[config.mk]
export PLATFORM = sky130hd
export DESIGN_NAME = screen_scanout
export DESIGN_NICKNAME = d
export VERILOG_FILES = /design/src/rtl/hack_video_pkg.sv /design/src/rtl/video_timing.sv /design/src/rtl/screen_scanout.sv
export SDC_FILE = /design/constraint.sdc
export NUM_CORES = 1
export LEC_CHECK = 0
export ABC_AREA = 1
export CELL_PAD_IN_SITES_DETAIL_PLACEMENT = 0
export CELL_PAD_IN_SITES_GLOBAL_PLACEMENT = 1
export CORE_ASPECT_RATIO = 0.8
export CORE_MARGIN = 4
export CORE_UTILIZATION = 42
export DETAILED_ROUTE_END_ITERATION = 6
export GPL_ROUTABILITY_DRIVEN = 0
export MAX_ROUTING_LAYER = met4
export PLACE_DENSITY = 0.77
export SLEW_MARGIN = 20
export SYNTH_ARGS = -nofsm -noshare
export SYNTH_HDL_FRONTEND = slang
export SYNTH_SLANG_ARGS = --single-unit
export TNS_END_PERCENT = 100
[constraint.sdc]
create_clock -name clk -period 3.83 [get_ports clk]
set_input_delay 0.383 -clock clk [delete_from_list [all_inputs] [get_ports clk]]
set_output_delay 0.383 -clock clk [all_outputs]
set_load 0.01 [all_outputs]
[src/rtl/hack_video_pkg.sv]
// Shared timing defaults, screen geometry and pixel polarity for the Hack
// video read path.
package hack_video_pkg;

  localparam int unsigned DEF_H_ACTIVE = 640;
  localparam int unsigned DEF_H_FP     = 16;
  localparam int unsigned DEF_H_SYNC   = 96;
  localparam int unsigned DEF_H_BP     = 48;
  localparam int unsigned DEF_V_ACTIVE = 480;
  localparam int unsigned DEF_V_FP     = 10;
  localparam int unsigned DEF_V_SYNC   = 2;
  localparam int unsigned DEF_V_BP     = 33;
  localparam int unsigned DEF_X_OFFSET = 64;
  localparam int unsigned DEF_Y_OFFSET = 112;

  localparam int unsigned SCREEN_W      = 512;
  localparam int unsigned SCREEN_H      = 256;
  localparam int unsigned WORDS_PER_ROW = 32;
  localparam int unsigned WORD_BITS     = 16;
  localparam int unsigned FB_ADDR_W     = 13;

  // Counters share the framebuffer address width so address maths stays in one type.
  localparam int unsigned CNT_W = FB_ADDR_W;
  typedef logic [CNT_W-1:0] cnt_t;

  typedef enum logic {
    PIX_WHITE = 1'b0,
    PIX_BLACK = 1'b1
  } pixel_t;

  function automatic int unsigned axis_total(input int unsigned active, input int unsigned fp,
                                             input int unsigned sync, input int unsigned bp);
    return active + fp + sync + bp;
  endfunction

  localparam int unsigned DEF_H_TOTAL = axis_total(DEF_H_ACTIVE, DEF_H_FP, DEF_H_SYNC, DEF_H_BP);
  localparam int unsigned DEF_V_TOTAL = axis_total(DEF_V_ACTIVE, DEF_V_FP, DEF_V_SYNC, DEF_V_BP);

endpackage

[src/rtl/video_timing.sv]
// Raster counters plus unregistered de/sync/screen-window flags derived from them.
module video_timing
  import hack_video_pkg::*;
#(
  parameter int unsigned H_ACTIVE = DEF_H_ACTIVE,
  parameter int unsigned H_FP     = DEF_H_FP,
  parameter int unsigned H_SYNC   = DEF_H_SYNC,
  parameter int unsigned H_BP     = DEF_H_BP,
  parameter int unsigned V_ACTIVE = DEF_V_ACTIVE,
  parameter int unsigned V_FP     = DEF_V_FP,
  parameter int unsigned V_SYNC   = DEF_V_SYNC,
  parameter int unsigned V_BP     = DEF_V_BP,
  parameter int unsigned X_OFFSET = DEF_X_OFFSET,
  parameter int unsigned Y_OFFSET = DEF_Y_OFFSET
) (
  input  logic clk,
  input  logic reset_n,
  output cnt_t h_cnt,
  output cnt_t v_cnt,
  output logic de_raw,
  output logic hsync_raw,
  output logic vsync_raw,
  output logic win_raw,
  output logic win_row
);

  localparam int unsigned H_TOTAL = axis_total(H_ACTIVE, H_FP, H_SYNC, H_BP);
  localparam int unsigned V_TOTAL = axis_total(V_ACTIVE, V_FP, V_SYNC, V_BP);

  localparam cnt_t H_LAST   = cnt_t'(H_TOTAL - 1);
  localparam cnt_t V_LAST   = cnt_t'(V_TOTAL - 1);
  localparam cnt_t H_ACT    = cnt_t'(H_ACTIVE);
  localparam cnt_t V_ACT    = cnt_t'(V_ACTIVE);
  localparam cnt_t HS_START = cnt_t'(H_ACTIVE + H_FP);
  localparam cnt_t HS_END   = cnt_t'(H_ACTIVE + H_FP + H_SYNC);
  localparam cnt_t VS_START = cnt_t'(V_ACTIVE + V_FP);
  localparam cnt_t VS_END   = cnt_t'(V_ACTIVE + V_FP + V_SYNC);
  localparam cnt_t X_START  = cnt_t'(X_OFFSET);
  localparam cnt_t X_END    = cnt_t'(X_OFFSET + SCREEN_W);
  localparam cnt_t Y_START  = cnt_t'(Y_OFFSET);
  localparam cnt_t Y_END    = cnt_t'(Y_OFFSET + SCREEN_H);

  always_ff @(posedge clk) begin
    if (!reset_n) begin
      h_cnt <= '0;
      v_cnt <= '0;
    end else if (h_cnt == H_LAST) begin
      h_cnt <= '0;
      v_cnt <= (v_cnt == V_LAST) ? '0 : v_cnt + cnt_t'(1);
    end else begin
      h_cnt <= h_cnt + cnt_t'(1);
    end
  end

  always_comb begin
    de_raw    = (h_cnt < H_ACT) && (v_cnt < V_ACT);
    hsync_raw = (h_cnt >= HS_START) && (h_cnt < HS_END);
    vsync_raw = (v_cnt >= VS_START) && (v_cnt < VS_END);
    win_row   = (v_cnt >= Y_START) && (v_cnt < Y_END);
    win_raw   = win_row && (h_cnt >= X_START) && (h_cnt < X_END);
  end

endmodule

[src/rtl/screen_scanout.sv]
// Hack screen scanout: fetches framebuffer words and serialises them onto a
// VGA raster. Define SCANOUT_FRAME_COUNT_EN to add frame_count/vblank_start.
module screen_scanout
  import hack_video_pkg::*;
#(
  parameter int unsigned H_ACTIVE = DEF_H_ACTIVE,
  parameter int unsigned H_FP     = DEF_H_FP,
  parameter int unsigned H_SYNC   = DEF_H_SYNC,
  parameter int unsigned H_BP     = DEF_H_BP,
  parameter int unsigned V_ACTIVE = DEF_V_ACTIVE,
  parameter int unsigned V_FP     = DEF_V_FP,
  parameter int unsigned V_SYNC   = DEF_V_SYNC,
  parameter int unsigned V_BP     = DEF_V_BP,
  parameter int unsigned X_OFFSET = DEF_X_OFFSET,
  parameter int unsigned Y_OFFSET = DEF_Y_OFFSET
) (
  input  logic                 clk,
  input  logic                 reset_n,
  output logic [FB_ADDR_W-1:0] fb_address,
  output logic                 fb_rd,
  input  logic [WORD_BITS-1:0] fb_data,
  output logic                 pixel,
  output logic                 de,
  output logic                 hsync_n,
  output logic                 vsync_n
`ifdef SCANOUT_FRAME_COUNT_EN
  ,
  output logic [15:0]          frame_count,
  output logic [0:0]           vblank_start
`endif
);

  localparam cnt_t X_START = cnt_t'(X_OFFSET);
  localparam cnt_t X_END   = cnt_t'(X_OFFSET + SCREEN_W);
  localparam cnt_t Y_START = cnt_t'(Y_OFFSET);

  cnt_t h_cnt, v_cnt;
  logic de_raw, hsync_raw, vsync_raw, win_raw, win_row;

  video_timing #(
    .H_ACTIVE (H_ACTIVE),
    .H_FP     (H_FP),
    .H_SYNC   (H_SYNC),
    .H_BP     (H_BP),
    .V_ACTIVE (V_ACTIVE),
    .V_FP     (V_FP),
    .V_SYNC   (V_SYNC),
    .V_BP     (V_BP),
    .X_OFFSET (X_OFFSET),
    .Y_OFFSET (Y_OFFSET)
  ) u_timing (
    .clk       (clk),
    .reset_n   (reset_n),
    .h_cnt     (h_cnt),
    .v_cnt     (v_cnt),
    .de_raw    (de_raw),
    .hsync_raw (hsync_raw),
    .vsync_raw (vsync_raw),
    .win_raw   (win_raw),
    .win_row   (win_row)
  );

  // fb_rd is registered, so decide it from h_cnt+2: the strobe then lands on
  // h_cnt == X_OFFSET+16k-1 and data arrives for the load at X_OFFSET+16k.
  cnt_t h_ahead, fetch_off, row_off, next_addr;
  logic fetch_next;
  logic load;
  logic [WORD_BITS-1:0] shreg;

  always_comb begin
    h_ahead    = h_cnt + cnt_t'(2);
    fetch_off  = h_ahead - X_START;
    row_off    = v_cnt - Y_START;
    next_addr  = row_off * cnt_t'(WORDS_PER_ROW) + (fetch_off >> 4);
    fetch_next = win_row && (h_ahead >= X_START) && (h_ahead < X_END)
                 && (h_ahead[3:0] == 4'd0);
    // X_OFFSET is a multiple of 16, so word boundaries align with h_cnt[3:0].
    load       = win_raw && (h_cnt[3:0] == 4'd0);
  end

  always_ff @(posedge clk) begin
    if (!reset_n) begin
      fb_rd      <= 1'b0;
      fb_address <= '0;
      pixel      <= PIX_WHITE;
      de         <= 1'b0;
      hsync_n    <= 1'b1;
      vsync_n    <= 1'b1;
      shreg      <= '0;
    end else begin
      fb_rd   <= fetch_next;
      de      <= de_raw;
      hsync_n <= ~hsync_raw;
      vsync_n <= ~vsync_raw;
      if (fetch_next) begin
        fb_address <= next_addr;
      end
      if (load) begin
        pixel <= fb_data[0];
        shreg <= {1'b0, fb_data[WORD_BITS-1:1]};
      end else if (win_raw) begin
        pixel <= shreg[0];
        shreg <= {1'b0, shreg[WORD_BITS-1:1]};
      end else begin
        pixel <= PIX_WHITE;
      end
    end
  end

`ifdef SCANOUT_FRAME_COUNT_EN
  localparam cnt_t VB_LINE = cnt_t'(V_ACTIVE);

  always_ff @(posedge clk) begin
    if (!reset_n) begin
      vblank_start <= 1'b0;
      frame_count  <= '0;
    end else begin
      vblank_start <= (h_cnt == '0) && (v_cnt == VB_LINE);
      if (vblank_start[0]) begin
        frame_count <= frame_count + 16'd1;
      end
    end
  end
`endif

endmodule

==> results of run 1 <==
## per-layer routing
layer	up-vias	global-route usage, %	wire length, um
li1	1746	-	-
met1	1464	23.4	4280
met2	54	28.4	3840
met3	15	4.77	354
met4	0	5.31	132
met5	-	-	0
## final timing paths
kind	endpoint	depth (start not counted)
max	fb_address[11]$_SDFFE_PN0P_	17
min	shreg[4]$_SDFFE_PN0P_	2
max reg2reg	fb_address[11]$_SDFFE_PN0P_	17
min reg2reg	shreg[4]$_SDFFE_PN0P_	2
## worst min-delay path: stages (launching register included)
cell	delay, ps
dfxtp_1	310
inv_1	40
a21oi_1	50
## area by class of cell
cell class,instances,share of cell area [%]
Multi-Input combinational cell,368,49.6
Tap cell,112,3.21
Clock buffer,12,3.55
Timing Repair Buffer,37,8.37
Clock inverter,4,1.66
Inverter,76,6.53
Sequential cell,59,27.1
## placed cells by master (no fill, tap or decap), drive strengths merged, types with 3 or more instances in the layout
master,instances
nor3,19
nand3b,4
mux2,14
nand2,93
nand3,42
inv,76
or2,3
a21oi,42
dfxtp,59
o22ai,4
clkdlybuf4s50,35
o21ai,24
nand4,9
xor2,15
nor2,73
xnor2,3
ha,15
clkbuf,12
## cell families after synthesis
| family | after synthesis | share of synthesized area (%) |
|---|---|---|
| simple gates | 246 | 32.4 |
| buf+inv | 90 | 10.4 |
| compound gates | 74 | 11.5 |
| flops | 59 | 31.6 |
| xor+xnor | 18 | 4.22 |
| fa+ha+maj | 16 | 5.56 |
| mux | 14 | 4.22 |
## state kept, by name, indices dropped and copies added, names as in the netlist
name	count
de	1
shreg	15
u_timing.h_cnt	13
u_timing.v_cnt	13
vsync_n	1
hsync_n	1
fb_address	13
pixel	1
fb_rd	1
## report_power, final
part           switching, mW  internal (mW)  total [mW]
combinational         0.0416         0.0463      0.0879
sequential           0.00457          0.617       0.621
clock                  0.255          0.401       0.656
total                  0.301           1.06        1.37
==> impl_results.md, run 1 <==
* Antenna violations before repair at 0
* Hold Path Origin: shreg[4]$_SDFFE_PN0P_
* CP required at roughly 4100 ps
* Post-Layout Cell Count at 668
* Remaining DRCs at 0
* Die ar. at approximately 10000 sq um
* Clock Skew at 10.3 ps
* Worst hold path class: flip-flop to flip-flop
* Fin. Hold Viols at 0
* Post-synth top area share at 31.6%
* CTS tree: built
* Worst path max stage delay at 440 ps
* Final setup fails at 0
* Antenna fix cells at 0
* Netlist cell types at 38
* CTS Buf Count at 9
* Worst rel slew slack at between 40 and 50%
* Worst Max-Slew Pin Slew at 861 ps
* Vias in the first global route at 3189
* Worst-path maximum fanout at 7
* R2r setup slk at around 780 ps
* Reg-to-reg startpoint: u_timing.h_cnt[1]$_SDFF_PP0_
* Postcts setup bufs at 0
* Min cycle time layout at ~3000 ps
* Final instance area at 4370 sq um
* Via count at ~3300
* Total negative setup slack at 0 ps
* Ys async rst share at 0%
* Drt total wl at 8.61 mm
* Top cells by count, synth: 81 x nand2_1, 73 x inv_1, 64 x nor2_1
* Pre-CTS WS at 792 ps
* H-tree depth at 3
* # Max-Cap Violations at 0
* CP top delay family: adder cells
* Horiz. Die Dim at 113 um
* # nets final at 585
* Footprint of the multi-input gates at 2170 sq um
* I/O Buffers at 35
* Core area at 8560 sq um
* Post-Syn Area per Cell at 7.23 sq um
* Placed cells at 652
* Slowest cell on the critical path: dfxtp_1
* CTS resizes at 0
* Max clock buf depth at 2
* Synthesized area at approximately 3700 sq um
* WHS at 440 ps
* Grt total ovfl at 0
* Cell Rows at 30
* Part of the cycle the worst path needs at 79.8%
* Final setup margin at 775 ps
* Ports at 36
* Sequential cell area fraction in the yosys report at 31.6%
* Die Ht at between 90 and 100 um
* Worst VDD drop at 299 uV
* Iter 0 DRT Violations at ~180
* 1st-pass router iterations at 4
* Status: finished, final reports clean
* Global-route wire length before repair at approximately 15 mm
* Synth Flop Type: dfxtp_1
* # fillers at 870
* Clk slew on worst S/H paths at 70 ps
* Synthesized Nets at 551
* WS Path Type: flip-flop to flip-flop
* Layout area overhead at 16.8%
* Detail Route Antenna Nets at 0
* Clock Sinks at roughly 60
* YS warnings at 0
* Final HPWL DP at 6.56 mm
* Number of synthesized register bits at roughly 60
* Initial core utilization at approximately 44%
* Post-Syn Instances at approximately 520
* Clk Latency, worst-skew pair at 350 ps
* Hold buffer count at CTS at 0
* Dominant cells by area after synthesis: dfxtp_1 32%, nand2_1 8.1%, inv_1 7.3%
* Buffers & Inverters on Critical Path at 1
* Power Total at 1.37 mW
* Vias per cell at around 5
* Fin. max-slew vios at 0
* Synth area leader: dfxtp_1
* RSZ-0062 raised after global routing: no
* Final Util at 51.0%
* Most frequent cell after synthesis: nand2_1
* Clk root buf: clkbuf_8
* Lkg Pwr at 1.77 nW
* Share of layout cells above drive strength 1 at 15.1%
* EDFF count, synth at 0
* Worst Setup SP: u_timing.h_cnt[1]$_SDFF_PP0_
* FMAX at 0.327 GHz
* Pwr dens at 313 nW/um^2
* Critical path startpoint category: flip-flop
* Largest net degree at the start of global routing at 33
* Post-DR wirelength/cell at around 13 um
* Cells along the critical path: ha_1 > nand3_1 > o21ai_0 > nand2_1 > ha_1 > inv_1 > nor3_1 > xor2_1 > ha_1 > nand2_1 > nor2_1 > a211oi_1 > nor2_1 > xnor2_1 > nand3_2 > nand2_1 > nor2_1
* Area taken by flip-flops and latches at ~1200 sq um
* Area post-placement at about 4100 sq um
* GRT Overall Usage at 18.2%
* WP data arrival at 3300 ps
* Crit. End Element: flip-flop
No activity file was read; power rests on OpenSTA's default activity.
==> run 2: changes to the inputs <==
Settings changed: CORE_UTILIZATION 42 to 38, PLACE_DENSITY 0.77 to 0.74.
Clock period 3.83 ns to 2.5 ns, I/O delays scaled along.
==> impl_results.md, run 2 (same netlist as run 1, synthesis figures left out) <==
* CP required at 2730 ps
* Ports at 36
* Cell Rows at 32
* FMAX at 0.381 GHz
* CTS tree: built
* Fin. Hold Viols at 0
* Clk slew on worst S/H paths at 50 ps
* Vias per cell at 4.89
* 1st-pass router iterations at 4
* Power Total at around 2.6 mW
* Largest net degree at the start of global routing at 32
* Core area at roughly 9600 sq um
* Clock Skew at around 6.5 ps
* Worst rel slew slack at around 77%
* Antenna violations before repair at 0
* Part of the cycle the worst path needs at 105%
* Max reg flops at 15
* Iter 0 DRT Violations at 241
* Clk Latency, worst-skew pair at 340 ps
* Worst-path maximum fanout at 5
* Violated checks: setup timing
* Grt total ovfl at 0
* Drt total wl at just under 10 mm
* Commonest non-fill, non-tap cell in the layout: nand2_1
* Final setup fails at 5
* CTS Buf Count at 9
* Critical path startpoint category: flip-flop
* Worst VDD drop at approximately 270 uV
* WS Path Type: flip-flop to flip-flop
* Detail Route Antenna Nets at 0
* Status: finished with violations
* # nets final at roughly 650
* Clk root buf: clkbuf_16
* Clock Sinks at 59
* I/O Buffers at 35
* Biggest register: shreg
* H-tree depth at 3
* Max clock buf depth at 2
* Vias in the first global route at 3524
* Min cycle time layout at 2630 ps
* Antenna fix cells at 0
* Final HPWL DP at 7.34 mm
* Layout area overhead at 39.6%
* Worst Max-Slew Pin Slew at about 340 ps
* Pwr dens at 505 nW/um^2
* Via count at 3621
* Post-DR wirelength/cell at 13.2 um
* WP data arrival at between 2000 and 3000 ps
* Share of layout cells above drive strength 1 at 29.6%
* Die ar. at 11500 sq um
* # Max-Cap Violations at 0
* Die Ht at between 90 and 100 um
* RSZ-0062 raised after global routing: yes
* # fillers at 932
* Initial core utilization at 38.9%
* Remaining DRCs at 0
* Lkg Pwr at 2.20 nW
* Global-route wire length before repair at 16.5 mm
* Pre-CTS WS at -188 ps
* Crit. End Element: flip-flop
* Horiz. Die Dim at 119 um
* GRT Overall Usage at 18.1%
* Final setup margin at -125 ps
* Most frequent cells in the layout: 76 x nand2_1, 70 x inv_1, 66 x buf_4
* Fin. max-slew vios at 0
* Worst hold path class: flip-flop to flip-flop
## run 2: cell types whose count changed in the layout (fill, tap and decap cells not counted), moves of 4 or more
cell | previous run | this run
buf_4 | 2 | 66
clkbuf_16 | 0 | 10
clkbuf_8 | 11 | 2
dfxtp_1 | 59 | 51
dfxtp_2 | 0 | 4
dfxtp_4 | 0 | 4
nand2_1 | 81 | 76
nor2_1 | 64 | 59
## run 2: worst max-delay path, cell delays in order, from the launching register on
cell and delay [ps]:
dfxtp_4 380, ha_4 170, nand3_4 110, o21ai_1 150
nand2_1 80, nor2_2 150, nand3_4 90, nor2_2 110
xor2_1 160, ha_1 300, a21oi_2 180, nand2_2 90
a21oi_2 150, nor2_1 70, xnor2_1 170, nand3_2 80
nand2_1 60, nor2_1 40
## run 2: worst paths after layout
check | cells after the start | slack, ps | endpoint | from
max | 17 | -130 | fb_address[10]$_SDFFE_PN0P_ | u_timing.h_cnt[2]$_SDFF_PP0_
min | 2 | 440 | shreg[12]$_SDFFE_PN0P_ | shreg[12]$_SDFFE_PN0P_
max reg2reg | 17 | -130 | fb_address[10]$_SDFFE_PN0P_ | u_timing.h_cnt[2]$_SDFF_PP0_
min reg2reg | 2 | 440 | shreg[12]$_SDFFE_PN0P_ | shreg[12]$_SDFFE_PN0P_
## run 2: metrics by stage
stage / instance area (sq um) / cells / hold WS (ps) / setup TNS (ps) / utilization, %
after global placement: 4600 / 713 / 430 / -467 / 47.9
final: 5220 / 741 / 441 / -349 / 54.3
after floorplan: 3770 / 517 / 398 / 0 / -
after detailed placement: 4600 / 713 / 435 / -781 / 47.9
after global routing: 5220 / 741 / 464 / -1430 / 54.3
after CTS: 5080 / 733 / 443 / -170 / 52.9
## run 2: layout make-up
type / count / area (sq um) / share of cell area [%]
Clock buffer: 13 / 282 / 5.39
Clock inverter: 3 / 90.1 / 1.73
Inverter: 76 / 288 / 5.51
Multi-Input combinational cell: 368 / 2320 / 44.5
Sequential cell: 59 / 1200 / 23.0
Tap cell: 119 / 149 / 2.85
Timing Repair Buffer: 103 / 886 / 17.0
## run 2: routing by layer
| layer | vias to the layer above | share of wire (%) | global-route usage (%) |
|---|---|---|---|
| met5 | - | 0 | - |
| met4 | 0 | 1.0 | 6.23 |
| met3 | 11 | 4.0 | 4.62 |
| met2 | 65 | 47 | 27.6 |
| met1 | 1666 | 48 | 23.3 |
| li1 | 1879 | - | - |
## run 2: report_power, final
part	leakage (nW)	total [mW]	switching (mW)	internal, mW
Clock	0.181	1.53	0.443	1.09
Combinational	1.54	0.155	0.0726	0.0828
Sequential	0.481	0.950	0.00585	0.944
Total	2.20	2.64	0.522	2.12
## run 2: repair_timing
action / 4_1_cts / 5_1_grt
hold buffers: 0 / 0
setup endpoints to repair: 6 / 13
pin swaps: 14 / 5
buffers inserted: 4 / 8
gates resized for setup: 26 / 14
==> run 3: changes to the inputs <==
Settings changed: ABC_AREA 1 to default, CAP_MARGIN from default to 20, CORE_UTILIZATION 38 to 39, PLACE_DENSITY 0.74 to 0.73.
==> impl_results.md, run 3 <==
* Synthesized Nets at 436
* Clk Latency, worst-skew pair at 340 ps
* Fin. max-slew vios at 0
* Worst rel slew slack at 73.7%
* Synth Flop Type: dfxtp_1
* Clk root buf: clkbuf_8
* Synth area leader: dfxtp_1
* Initial core utilization at between 40% and 50%
* Via count at between 3000 and 4000
* Cell Rows at 30
* Die Ht at 92.0 um
* Power share of the clock group at 39.9%
* Fin. Hold Viols at 0
* Clk slew on worst S/H paths at 80 ps
* CTS Buf Count at 9
* CP top delay family: adder cells
* Antenna fix cells at 0
* Buffers & Inverters on Critical Path at 2
* I/O Buffers at 35
* Worst-path maximum fanout at 4
* Largest net degree at the start of global routing at 32
* RSZ-0062 raised after global routing: yes
* FMAX at between 0.3 and 0.4 GHz
* # nets final at 538
* P_sw at about 0.46 mW
* Most frequent cells in the layout: 75 x buf_4, 53 x dfxtp_1, 49 x nor2_1
* Hold buffer count at CTS at 0
* Share of layout cells above drive strength 1 at between 30% and 40%
* Placed cells at 591
* Cells along the critical path: ha_4 > buf_6 > and2_4 > nand3_4 > xnor2_4 > xnor2_1 > ha_2 > inv_2 > fa_2 > nor2b_4 > o21a_1 > nor2_2 > xnor2_1 > nand2_1 > mux2i_1
* Worst path max stage delay at 380 ps
* Detail Route Antenna Nets at 0
* EDFF count, synth at 0
* Worst VDD drop at between 200 and 250 uV
* Commonest non-fill, non-tap cell in the layout: buf_4
* Pre-CTS WS at -355 ps
* Final HPWL DP at 6.47 mm
* Clock Skew at 14.6 ps
* Dominant cells by area after synthesis: dfxtp_1 34%, mux2i_1 8.1%, xnor2_1 7.6%
* Iter 0 DRT Violations at 191
* Antenna violations before repair at 0
* Post-synth top area share at 34.3%
* Crit path top cell by count: xnor2_1
* Clock Sinks at between 50 and 60
* Layout area overhead at 43.3%
* Worst Max-Slew Pin Slew at 393 ps
* Max clock buf depth at 2
* CP required at 2770 ps
* Crit. End Element: flip-flop
* Pwr dens at 373 nW/um^2
* Number of synthesized register bits at roughly 60
* Biggest register: shreg
* Part of the cycle the worst path needs at 110%
* Vias per cell at ~5
* Synthesized area at 3440 sq um
* # fillers at 759
* CTS tree: built
* Vias in the first global route at 2963
* Sequential cell area fraction in the yosys report at 34.3%
* Post-Syn Instances at 402
* Seq pwr share at 51.8%
* Violated checks: setup timing
* Status: finished with violations
* Min cycle time layout at 2750 ps
* Ports at 36
* Lkg Pwr at about 1.9 nW
* Worst hold path class: flip-flop to flip-flop
* Critical path startpoint category: flip-flop
* # Max-Cap Violations at 0
* Max reg flops at 15
* Top cells by count, synth: 59 x dfxtp_1, 54 x nor2_1, 47 x nand2_1
* Ys async rst share at 0%
* Post-DR wirelength/cell at 14.4 um
* H-tree depth at 3
* Final instance area at 4930 sq um
* Sw frac at about a quarter
* Global-route wire length before repair at 14.7 mm
* Final setup margin at -251 ps
* Horiz. Die Dim at about 110 um
* Final setup fails at 14
* YS warnings at 0
* GRT Overall Usage at a little under a fifth
* Die ar. at 10400 sq um
* Remaining DRCs at 0
* Core area at 8520 sq um
* Grt total ovfl at 0
* Area post-placement at 4430 sq um
* Post-Syn Area per Cell at 8.56 sq um
* Netlist cell types at between 50 and 60
* WS Path Type: flip-flop to flip-flop
* Internal power at about 1.4 mW
* Most frequent cell after synthesis: dfxtp_1
* 1st-pass router iterations at 5
* WP data arrival at around 3000 ps
* Combinational share of power at 8.3%
* Slowest cell on the critical path: fa_2
* Drt total wl at a little under 9 mm
* Post-Layout Cell Count at 620
* Final Util at ~58%
-- run 3: stage by stage --
step / setup TNS [ps] / hold WS [ps] / total power [mW]
floorplan: -131 / 402 / 1.05
global placement: -2650 / 443 / 1.12
detailed placement: -4340 / 451 / 1.12
CTS: -2310 / 465 / 1.86
global route: -3620 / 485 / 1.92
finish: -1620 / 458 / 1.84
-- run 3: logic make-up after synthesis --
family                     Yosys count  synth area share (%)
adders and majority gates           16                  6.04
buffers and inverters               42                  5.93
xor gates and xnor gates            44                  11.2
DFF                                 59                  34.3
AOI/OAI and AO/OA                   45                  9.71
muxes                               29                  8.47
and+or+nand+nor                    167                  24.3
-- run 3: what timing repair did --
| item | CTS | global route |
|---|---|---|
| setup buffers | 11 | 5 |
| pin swaps | 24 | 17 |
| gates cloned | 1 | 0 |
| endpoints found under the setup margin | 14 | 14 |
| gates resized for setup | 23 | 27 |
-- run 3: worst reg2reg max path, delay by kind of cell (launching register included) --
kind	cells	cell delay (ps)
buffers and inverters	2	160
multiplexers	1	140
XOR/XNOR	3	600
flip-flops	1	370
AND/OR/NAND/NOR	5	510
AO/OA/AOI/OAI	1	160
adder cells (fa/ha/maj)	3	750
-- run 3: final cells by class --
| class | count | area [sq um] | share of cell area, % |
|---|---|---|---|
| multi-input cells | 301 | 2330 | 47.4 |
| flip-flops and latches | 59 | 1190 | 24.2 |
| repair buffers | 118 | 1050 | 21.2 |
| well taps | 112 | 140 | 2.84 |
| clock buffers | 10 | 128 | 2.59 |
| inverters | 15 | 56.3 | 1.14 |
| clock inverters | 5 | 31.3 | 0.635 |
-- run 3: path summary, 6_finish.rpt --
| check | from | endpoint | slack [ps] | cells after the start |
|---|---|---|---|---|
| setup / recovery | u_timing.h_cnt[1]$_SDFF_PP0_ | fb_address[9]$_SDFFE_PN0P_ | -250 | 15 |
| hold / removal | fb_address[1]$_SDFFE_PN0P_ | fb_address[1]$_SDFFE_PN0P_ | 460 | 2 |
| setup reg to reg | u_timing.h_cnt[1]$_SDFF_PP0_ | fb_address[9]$_SDFFE_PN0P_ | -250 | 15 |
| hold reg to reg | fb_address[1]$_SDFFE_PN0P_ | fb_address[1]$_SDFFE_PN0P_ | 460 | 2 |
-- run 3: routing by layer --
layer / vias to the layer above / routed length [um] / global-route usage [%]
li1: 1573 / - / -
met1: 1456 / 4700 / 26.4
met2: 59 / 3820 / 24.7
met3: 2 / 378 / 4.29
met4: 0 / 42 / 5.11
met5: - / 0 / -
-- run 3: power by group through the flow --
stage | registers [mW] | clock network, mW | logic [mW]
final | 0.952 | 0.734 | 0.152
after global routing | 0.952 | 0.804 | 0.165
after CTS | 0.952 | 0.757 | 0.152
after detailed placement | 0.973 | 0 | 0.145
after global placement | 0.973 | 0 | 0.144
after floorplan | 0.973 | 0 | 0.0810
